<file path="config.mk">
export PLATFORM = sky130hd
export DESIGN_NAME = pipelined_merge_accumulator
export DESIGN_NICKNAME = d
export VERILOG_FILES = /design/src/rtl/pipelined_merge_accumulator.sv
export SDC_FILE = /design/constraint.sdc
export NUM_CORES = 1
export LEC_CHECK = 0
export BUFFER_PORTS_ARGS = -buffer_cell sky130_fd_sc_hd__buf_2
export CAP_MARGIN = 20
export CORE_ASPECT_RATIO = 0.7
export CORE_UTILIZATION = 60
export DETAILED_ROUTE_END_ITERATION = 8
export PLACE_DENSITY = 0.81
export SYNTH_ARGS = -nofsm -noshare
export SYNTH_HDL_FRONTEND = slang
export SYNTH_SLANG_ARGS = --single-unit
</file>
<file path="constraint.sdc">
create_clock -name clk -period 4.77 [get_ports clk]
set_input_delay 0.2385 -clock clk [delete_from_list [all_inputs] [get_ports clk]]
set_output_delay 0.2385 -clock clk [all_outputs]
set_load 0.02 [all_outputs]
</file>
<file path="src/rtl/pipelined_merge_accumulator.sv">
// pipelined_merge_accumulator
//
// Purpose:
//    Registered, handshaked merge stage for the conv datapath. Each accepted
//    beat carries NUM_INPUTS signed elements that are summed by a binary adder
//    tree with one register per tree level. Tree sums are then accumulated
//    across a first..last group of beats, and one merged result is emitted
//    per group.
//
// Ports:
//    clk        in   clock, all state updates on the rising edge
//    rst        in   synchronous active-high reset
//    in_valid   in   input beat valid
//    in_ready   out  block can accept a beat this cycle
//    in_first   in   beat opens a new accumulation group
//    in_last    in   beat closes the group (first & last = one-beat group)
//    in_data    in   element i at [i*IN_WIDTH +: IN_WIDTH]
//    out_valid  out  merged result valid
//    out_ready  in   downstream accepts the result
//    out_data   out  merged signed result
//    out_sat    out  result was clamped (tied 0 unless MERGE_SATURATE_EN)
//
// Build option:
//    MERGE_SATURATE_EN  when defined, each accumulate step clamps to the
//                       signed OUT_WIDTH range and a sticky per-group flag
//                       is reported on out_sat. When undefined, the
//                       accumulator wraps in two's complement.

module pipelined_merge_accumulator #(
    parameter int NUM_INPUTS = 18,
    parameter int IN_WIDTH   = 8,
    parameter int OUT_WIDTH  = 16
) (
    input  logic                             clk,
    input  logic                             rst,
    input  logic                             in_valid,
    output logic                             in_ready,
    input  logic                             in_first,
    input  logic                             in_last,
    input  logic [NUM_INPUTS*IN_WIDTH-1:0]   in_data,
    output logic                             out_valid,
    input  logic                             out_ready,
    output logic [OUT_WIDTH-1:0]             out_data,
    output logic                             out_sat
);

    // Tree depth, padded leaf count and the exact width of a tree sum.
    localparam int DEPTH  = $clog2(NUM_INPUTS);
    localparam int PADDED = 1 << DEPTH;
    localparam int SUM_W  = IN_WIDTH + DEPTH;

    // One global advance enable: the whole pipeline moves only when the
    // output register is empty or being drained this cycle.
    logic adv;
    assign adv      = !out_valid || out_ready;
    assign in_ready = adv;

    // Tree output as seen by the accumulator stage.
    logic                    tree_valid;
    logic                    tree_first;
    logic                    tree_last;
    logic signed [SUM_W-1:0] tree_sum;

    generate
        if (DEPTH == 0) begin : g_pass
            // A single element needs no tree; it feeds the accumulator directly.
            assign tree_valid = in_valid;
            assign tree_first = in_first;
            assign tree_last  = in_last;
            assign tree_sum   = $signed(in_data[IN_WIDTH-1:0]);
        end else begin : g_tree
            // Heap-indexed tree: node n has children 2n and 2n+1, the root is
            // node 1, and indices PADDED..2*PADDED-1 are the (combinational)
            // leaves. Every node is registered, so the root sits DEPTH
            // registers after the leaves along every path.
            logic signed [SUM_W-1:0] leaf      [PADDED];
            logic signed [SUM_W-1:0] node      [1:PADDED-1];
            logic signed [SUM_W-1:0] node_next [1:PADDED-1];
            logic [DEPTH-1:0]        vld;
            logic [DEPTH-1:0]        fst;
            logic [DEPTH-1:0]        lst;

            for (genvar i = 0; i < PADDED; i++) begin : g_leaf
                if (i < NUM_INPUTS) begin : g_elem
                    assign leaf[i] = SUM_W'($signed(in_data[i*IN_WIDTH +: IN_WIDTH]));
                end else begin : g_zero
                    assign leaf[i] = '0;
                end
            end

            for (genvar n = 1; n < PADDED; n++) begin : g_node
                if (2*n >= PADDED) begin : g_bottom
                    assign node_next[n] = leaf[2*n-PADDED] + leaf[2*n+1-PADDED];
                end else begin : g_inner
                    assign node_next[n] = node[2*n] + node[2*n+1];
                end
            end

            // Tree registers and the valid/first/last tags that travel with
            // each beat; everything holds while the output is stalled.
            always_ff @(posedge clk) begin
                if (rst) begin
                    vld <= '0;
                    fst <= '0;
                    lst <= '0;
                    for (int n = 1; n < PADDED; n++) begin
                        node[n] <= '0;
                    end
                end else if (adv) begin
                    node   <= node_next;
                    vld[0] <= in_valid;
                    fst[0] <= in_first;
                    lst[0] <= in_last;
                    for (int k = 1; k < DEPTH; k++) begin
                        vld[k] <= vld[k-1];
                        fst[k] <= fst[k-1];
                        lst[k] <= lst[k-1];
                    end
                end
            end

            assign tree_valid = vld[DEPTH-1];
            assign tree_first = fst[DEPTH-1];
            assign tree_last  = lst[DEPTH-1];
            assign tree_sum   = node[1];
        end
    endgenerate

    // Accumulator state. A beat starts a fresh group when it is marked first
    // or when no group is open (a stray non-first beat acts as first).
    logic                        acc_open;
    logic signed [OUT_WIDTH-1:0] acc;
    logic signed [OUT_WIDTH-1:0] acc_base;
    logic signed [OUT_WIDTH-1:0] acc_next;
    logic                        group_start;

    assign group_start = tree_first || !acc_open;
    assign acc_base    = group_start ? '0 : acc;

`ifdef MERGE_SATURATE_EN
    localparam logic signed [OUT_WIDTH-1:0] ACC_MAX = {1'b0, {(OUT_WIDTH-1){1'b1}}};
    localparam logic signed [OUT_WIDTH-1:0] ACC_MIN = {1'b1, {(OUT_WIDTH-1){1'b0}}};

    logic signed [OUT_WIDTH:0] acc_wide;
    logic                      clip;
    logic                      sat_sticky;
    logic                      group_sat;
    logic                      sat_q;

    // One guard bit: the top two bits disagree exactly when the sum left
    // the OUT_WIDTH range, and the guard bit gives the direction.
    assign acc_wide  = (OUT_WIDTH+1)'(acc_base) + (OUT_WIDTH+1)'(tree_sum);
    assign clip      = acc_wide[OUT_WIDTH] != acc_wide[OUT_WIDTH-1];
    assign acc_next  = clip ? (acc_wide[OUT_WIDTH] ? ACC_MIN : ACC_MAX)
                            : acc_wide[OUT_WIDTH-1:0];
    assign group_sat = (!group_start && sat_sticky) || clip;
    assign out_sat   = sat_q;
`else
    // Dropping the guard bit is the same as summing at OUT_WIDTH bits, so
    // the wrap falls out of plain OUT_WIDTH arithmetic.
    assign acc_next = acc_base + OUT_WIDTH'(tree_sum);
    assign out_sat  = 1'b0;
`endif

    // Accumulate stage and output register. Under advance the output is
    // either empty or being consumed, so it clears unless a group closes
    // this same cycle.
    always_ff @(posedge clk) begin
        if (rst) begin
            acc       <= '0;
            acc_open  <= 1'b0;
            out_valid <= 1'b0;
            out_data  <= '0;
`ifdef MERGE_SATURATE_EN
            sat_sticky <= 1'b0;
            sat_q      <= 1'b0;
`endif
        end else if (adv) begin
            out_valid <= 1'b0;
            if (tree_valid) begin
                acc      <= acc_next;
                acc_open <= !tree_last;
`ifdef MERGE_SATURATE_EN
                sat_sticky <= group_sat;
`endif
                if (tree_last) begin
                    out_valid <= 1'b1;
                    out_data  <= acc_next;
`ifdef MERGE_SATURATE_EN
                    sat_q <= group_sat;
`endif
                end
            end
        end
    end

endmodule

</file>
==> results.toml, run 1 <==
[run_status]
status = "finished, violations left"
violations = "DRC"

[timing]
setup_viol_count_final = 0
rsz0062_at_grt = "no"
relSlewSlack = 0.354
report.final.slew_viol_count = 0
timing.final.ws_setup_ps = 1450
finalCritPeriodShare = 0.695
hold_viol = 0
worstMarginPinSlew_ps = 967
fmax_mhz = 301
skew_ps = 16.2
finalSetupTns_ps = 0
fin_crit_ps = 3320

[setup_path]
cp_data_required_time_ps = 5190
crit_arrival_ps = 3740
r2r_cells = 9
crit_path_max_fanout = 16
worstSetupPathType = "flop to flop"
end_kind = "flop"
worstSetupStartpointType = "flop"

[clock_network]
root_buffer = "clkbuf_16"
cts-buffers-inserted = 26
clk_latency_ps = 530
htree_num_levels = 1
path_clk_slew_ps = 60
cts_resized = 0
clockBufferDepth = 3
cts_sinks = 261
cts_tree = "built"

[drt]
vias = 13194
wl_um = 34500
detail-route-antenna-nets = 0
drt-initial-drc-count = 787
route.detailed.drc = 11
drt-pass1-iter-count = 7
via_per_inst = 5.71
routedWlPerCell_um = 15.0

[layout]
drive_gt1_frac = 0.125
design_area_um2 = 17300
nNetsFinal = 2305
ff_latch_area_um2 = 5230
synthToLayoutAreaGrowth_pct = 12.5
multi_input_comb_area_um2 = 9620
antenna_cells = 0
fillers = 2021
fin_util = 0.694

[synthesis]
async_reset_ff_frac = 0
yosys_most_used_dff = "dfxtp_1"
syn_avg_cell_area_um2 = 8.31
synth-seq-area-share = 0.341
syn_nets = 2183
yosysWarnings = 0
yosys.cell_types.count = 67
synth_seq_cells = 261
netlist_instances = 1844
syn_area_um2 = 15300
synth_edf_count = 0

[pwr]
p_clk_frac = 0.325
p_sw_frac = 0.300
intPower_w = 0.00440
power_switching_w = 0.00189
pwr-share-seq = 0.421
comb_power_share = 0.254
ir_drop_uv = 195
total_leakage_power_nw = 8.01
power_density_nw_per_um2 = 364

[placement]
hpwl_um = 24400
dpl_cell_area_um2 = 16400
place_congestion = 0.884
port_buffers = 167
dp_slack_ps = 1510

[floorplan]
pin_count = 169
coreArea_um2 = 24900
rows = 48
start_util = 0.616
dieHeight_um = 136
dieArea_um2 = 26200
die_w_um = 193

[global_route]
grt_pass1_vias = 12422
grt_pass1_wl_um = 57400
antenna_found_initial = 0
grt_remaining_overflow = 0
grt_max_degree = 177
grt_util_all_layers = 0.263

[min_path]
min_path_cells = 4
hold_path.class = "input port to flop"

[flow_run]
maxCapViolCount = 0
## per-layer routing
layer / share of wire / up-vias / global-route usage
li1: - / 6720 / -
met1: 0.49 / 6140 / 0.370
met2: 0.45 / 306 / 0.437
met3: 0.046 / 28 / 0.0303
met4: 0.011 / 0 / 0.0443
met5: 0 / - / 0
## kinds of logic (layout without fill, tap and decap cells)
logic type               count (synthesis)  count (layout)  synth area share
AO/OA/AOI/OAI                          543             543             0.221
multiplexers                             2               2           0.00131
adder cells (fa/ha/maj)                189             189             0.163
AND/OR/NAND/NOR                        594             594             0.170
buffers and inverters                  130             270            0.0324
flip-flops                             261             261             0.341
XOR/XNOR                               124             124            0.0709
other                                    1               1          0.000245
## synth_stat cells (all sizes together), types with 4 or more instances
library cell    n  area share
a311o           4      0.0026
inv            46       0.011
nand3          15      0.0049
or3             9      0.0037
nand2         370       0.091
and2           28       0.011
nand3b          6      0.0029
o21bai          9      0.0044
a211oi         43       0.021
a21o           56       0.027
nor2           83       0.020
or2            15      0.0061
xor2           40       0.023
ha            171        0.14
nand4b          5      0.0029
o31a            8      0.0046
a22o            9      0.0051
o21ai          83       0.027
nor2b          13      0.0053
a31oi          15      0.0061
o211ai         17      0.0083
a21oi         219       0.072
and3           14      0.0058
dfxtp         261        0.34
nor3           14      0.0046
fa             18       0.024
a41o            4      0.0026
clkbuf         73       0.018
or4             6      0.0029
a2bb2oi         8      0.0046
and4            4      0.0023
o21a           27       0.013
o21ba           4      0.0026
xnor2          84       0.048
buf            11      0.0033
o22ai          13      0.0053
nor4            6      0.0029
## flip-flops by register name, summed over array words and instances, names as in the netlist
| register | count |
|---|---|
| g_tree.lst | 5 |
| g_tree.fst | 5 |
| g_tree.vld | 5 |
| acc_open | 1 |
| g_tree.node | 199 |
| out_valid | 1 |
| acc | 16 |
| tree_sum | 13 |
| out_data | 16 |
## power by group through the flow
stage | clock [W] | combinational [W] | sequential, W
after floorplan | 0 | 0.00124 | 0.00262
after global placement | 0 | 0.00151 | 0.00268
after detailed placement | 0 | 0.00157 | 0.00269
after CTS | 0.00207 | 0.00159 | 0.00264
after global routing | 0.00217 | 0.00180 | 0.00268
final | 0.00204 | 0.00160 | 0.00265
## layout make-up
type                       count  area share
sequential                   261       0.303
multi-input combinational   1453       0.557
clock inverter                 8     0.00421
inverter                      46      0.0103
clock buffer                  38      0.0456
timing repair buffer         178      0.0559
tap                          325      0.0236
## critical path: stages, from the launching register on
cell and delay [ps]:
dfxtp_1 320, nor2b_1 770, and2_1 280, ha_1 240
a21o_1 170, a21oi_2 240, o21ai_1 210, a21boi_0 550
nor4_1 90, a311o_1 340
## worst paths after layout
check | from | end | slack, ps
worst max register to register | acc_open | acc[9] | 1450
worst min register to register | g_tree.node[97] | g_tree.node[253] | 450
worst max-delay path | acc_open | acc[9] | 1450
worst min-delay path | in_data[8] | g_tree.node[195] | 90
## per-stage QoR
step                      power [W]  hold slack, ps  instances
after global placement      0.00419             429       2259
after global routing        0.00665             120       2309
after floorplan             0.00386             379       1844
final                       0.00628            94.6       2309
after CTS                   0.00630            91.5       2309
after detailed placement    0.00425             444       2260
## cell usage in the layout, fill, tap and decap left out, types with 7 or more instances in the layout
cell type  Yosys  layout
xnor2_1       84      84
a31oi_1       15      15
nor2_1        83      82
a21o_1        56      56
o31a_1         8       8
or2_2         15      15
o21ai_0       82      82
o21bai_1       9       9
o22ai_1       13      13
xor2_1        40      40
a211oi_1      43      43
fa_1          18      18
clkbuf_16      0      27
and3_1        13      13
nor2b_1       13      12
buf_2          4     166
clkbuf_8       0       7
o21a_1        27      27
dfxtp_1      261     261
ha_1         171     171
a2bb2oi_1      8       8
or3_1          9       9
and2_1        27      27
a22o_1         9       9
a21oi_1      217     217
inv_1         45      45
o211ai_1      17      17
nor3_1        14      14
nand3_1       15      15
nand2_1      370     370
## timing repair
action                                  CTS  global route
hold buffers                              3             0
endpoints found under the setup margin    0             0
setup buffers                             0             0
hold endpoints to repair                  3             0
Power figures use the tool's default switching activity.
==> run 2, diff against run 1 <==
==> constraint.sdc (replaced) <==
create_clock -name clk -period 3.13 [get_ports clk]
set_input_delay 0.1565 -clock clk [delete_from_list [all_inputs] [get_ports clk]]
set_output_delay 0.1565 -clock clk [all_outputs]
set_load 0.02 [all_outputs]
==> run 2 against run 1 <==
  * The flow still finishes with violations (DRC)
  * Critical path depth is 2 higher
  * Cell count is 0.43% higher
  * Die area stayed put
  * Sequential cell count stayed put
  * Clock-buffer cell count is 2 lower
  * Wire length is 0.55% lower
  * Setup slack worse by 1200 ps
  * Utilization is 0.14 points higher
  * Largest power group unchanged
==> results.toml, run 2 (synthesized netlist as in run 1, its figures left out) <==
[layout]
drive_gt1_frac = 0.128
final_cells = 2319
mostFrequentLayoutCell = "nand2_1"
synthToLayoutAreaGrowth_pct = 12.8
antenna_cells = 0
largest-register = "g_tree.node"
fillers = 2011
reg_top3 = "g_tree.node: 199 flops, acc: 16 flops, out_data: 16 flops"
nNetsFinal = 2315
largest_reg_flops = 199
layout_common_cells = "370 x nand2_1, 261 x dfxtp_1, 217 x a21oi_1, 171 x ha_1, 166 x buf_2"

[global_route]
grt_pass1_wl_um = 57700
antenna_found_initial = 1
grt_remaining_overflow = 0
grt_util_all_layers = 0.264
grt_max_degree = 218
grt_pass1_vias = 12329

[timing]
setup_viol_count_final = 0
relSlewSlack = 0.364
rsz0062_at_grt = "no"
finalCritPeriodShare = 0.915
fmax_mhz = 349
worstMarginPinSlew_ps = 953
hold_viol = 0
finalSetupTns_ps = 0
fin_crit_ps = 2860
skew_ps = 13.2
report.final.slew_viol_count = 0

[floorplan]
coreArea_um2 = 24900
die_w_um = 193
start_util = 0.616
pin_count = 169
dieHeight_um = 136
rows = 48
dieArea_um2 = 26200

[drt]
route.detailed.drc = 11
detail-route-antenna-nets = 0
drt-pass1-iter-count = 7
routedWlPerCell_um = 14.8
via_per_inst = 5.67
drt-initial-drc-count = 831
wl_um = 34300
vias = 13152

[run_status]
violations = "DRC"
status = "finished, violations left"

[setup_path]
path_cells = "nor2b_1, buf_4, and2_1, ha_1, fa_1, a21o_1, a21oi_1, o21bai_1, a21oi_1, nor4_1, a311o_1"
crit_arrival_ps = 3280
cp_common_cell = "a21oi_1"
r2r_start = "acc_open"
reg2reg_to = "acc[8]"
slowest_stage = "fa_1"
r2r_cells = 11
slowest_delay_ps = 440
cp_data_required_time_ps = 3550
crit_path_max_fanout = 16
regToRegSetupSlack_ps = 270
worstSetupStartpointType = "flop"
end_kind = "flop"
worstSetupPathType = "flop to flop"

[min_path]
hold_end = "g_tree.node[195]"
hold_path.class = "input port to flop"
min-delay-start = "in_data[8]"
min_path_cells = 4

[clock_network]
htree_num_levels = 1
clk_latency_ps = 530
cts_setup_buffers = 0
cts_sinks = 261
cts_resized = 0
cts-buffers-inserted = 26
path_clk_slew_ps = 60
cts_tree = "built"
clockBufferDepth = 3
root_buffer = "clkbuf_16"

[pwr]
total_leakage_power_nw = 8.05
ir_drop_uv = 397
power_density_nw_per_um2 = 548

[placement]
dp_cells = 2270
place_congestion = 0.886
port_buffers = 167
hpwl_um = 24200

[flow_run]
maxCapViolCount = 0
[run 2: per-stage QoR]
step / cell area (µm²) / hold WS, ps / setup WS [ps] / util / power (W)
final: 17300 / 7.87 / 265 / 0.695 / 0.00948
after global routing: 17300 / 32.9 / 71.4 / 0.695 / 0.0100
after CTS: 17300 / 4.60 / 263 / 0.695 / 0.00949
after detailed placement: 16400 / 416 / 266 / 0.661 / 0.00648
after global placement: 16400 / 403 / 287 / 0.661 / 0.00640
after floorplan: 15300 / 297 / 643 / - / 0.00588
[run 2: critical path: cells and delay by family, from the launching register on]
kind | cells | cell delay (ps)
compound gates | 5 | 1220
simple gates | 3 | 380
flops | 1 | 310
buf+inv | 1 | 190
fa+ha+maj | 2 | 650
[run 2: cell type report]
class,count,area (µm²),area share
multi-input cells,1453,9620,0.556
inverters,46,178,0.0103
clock inverters,10,83.8,0.00485
well taps,325,407,0.0235
clock buffers,36,729,0.0422
repair buffers,188,1040,0.0604
flip-flops and latches,261,5230,0.302
[run 2: power breakdown]
group	switching (W)	internal, W
Sequential	0.000286	0.00374
Combinational	0.00130	0.00114
Clock	0.00130	0.00171
Total	0.00288	0.00659
[run 2: what timing repair did]
action                                 in CTS  in global routing
endpoints found under the hold margin       3                  0
setup endpoints to repair                   0                  0
hold buffers                                3                  0
[run 2: worst max path at each step]
stage	start	to
after detailed placement	acc_open	acc[8]
after global routing	acc_open	acc[14]
after CTS	acc_open	acc[8]
after floorplan	acc_open	acc[14]
final	acc_open	acc[8]
after global placement	acc_open	acc[8]
[run 2: metal layers]
| metal | GRT usage | wire [µm] |
|---|---|---|
| met1 | 0.377 | 17400 |
| met2 | 0.426 | 15100 |
| met3 | 0.0300 | 1200 |
| met4 | 0.0612 | 674 |
| met5 | 0 | 12 |
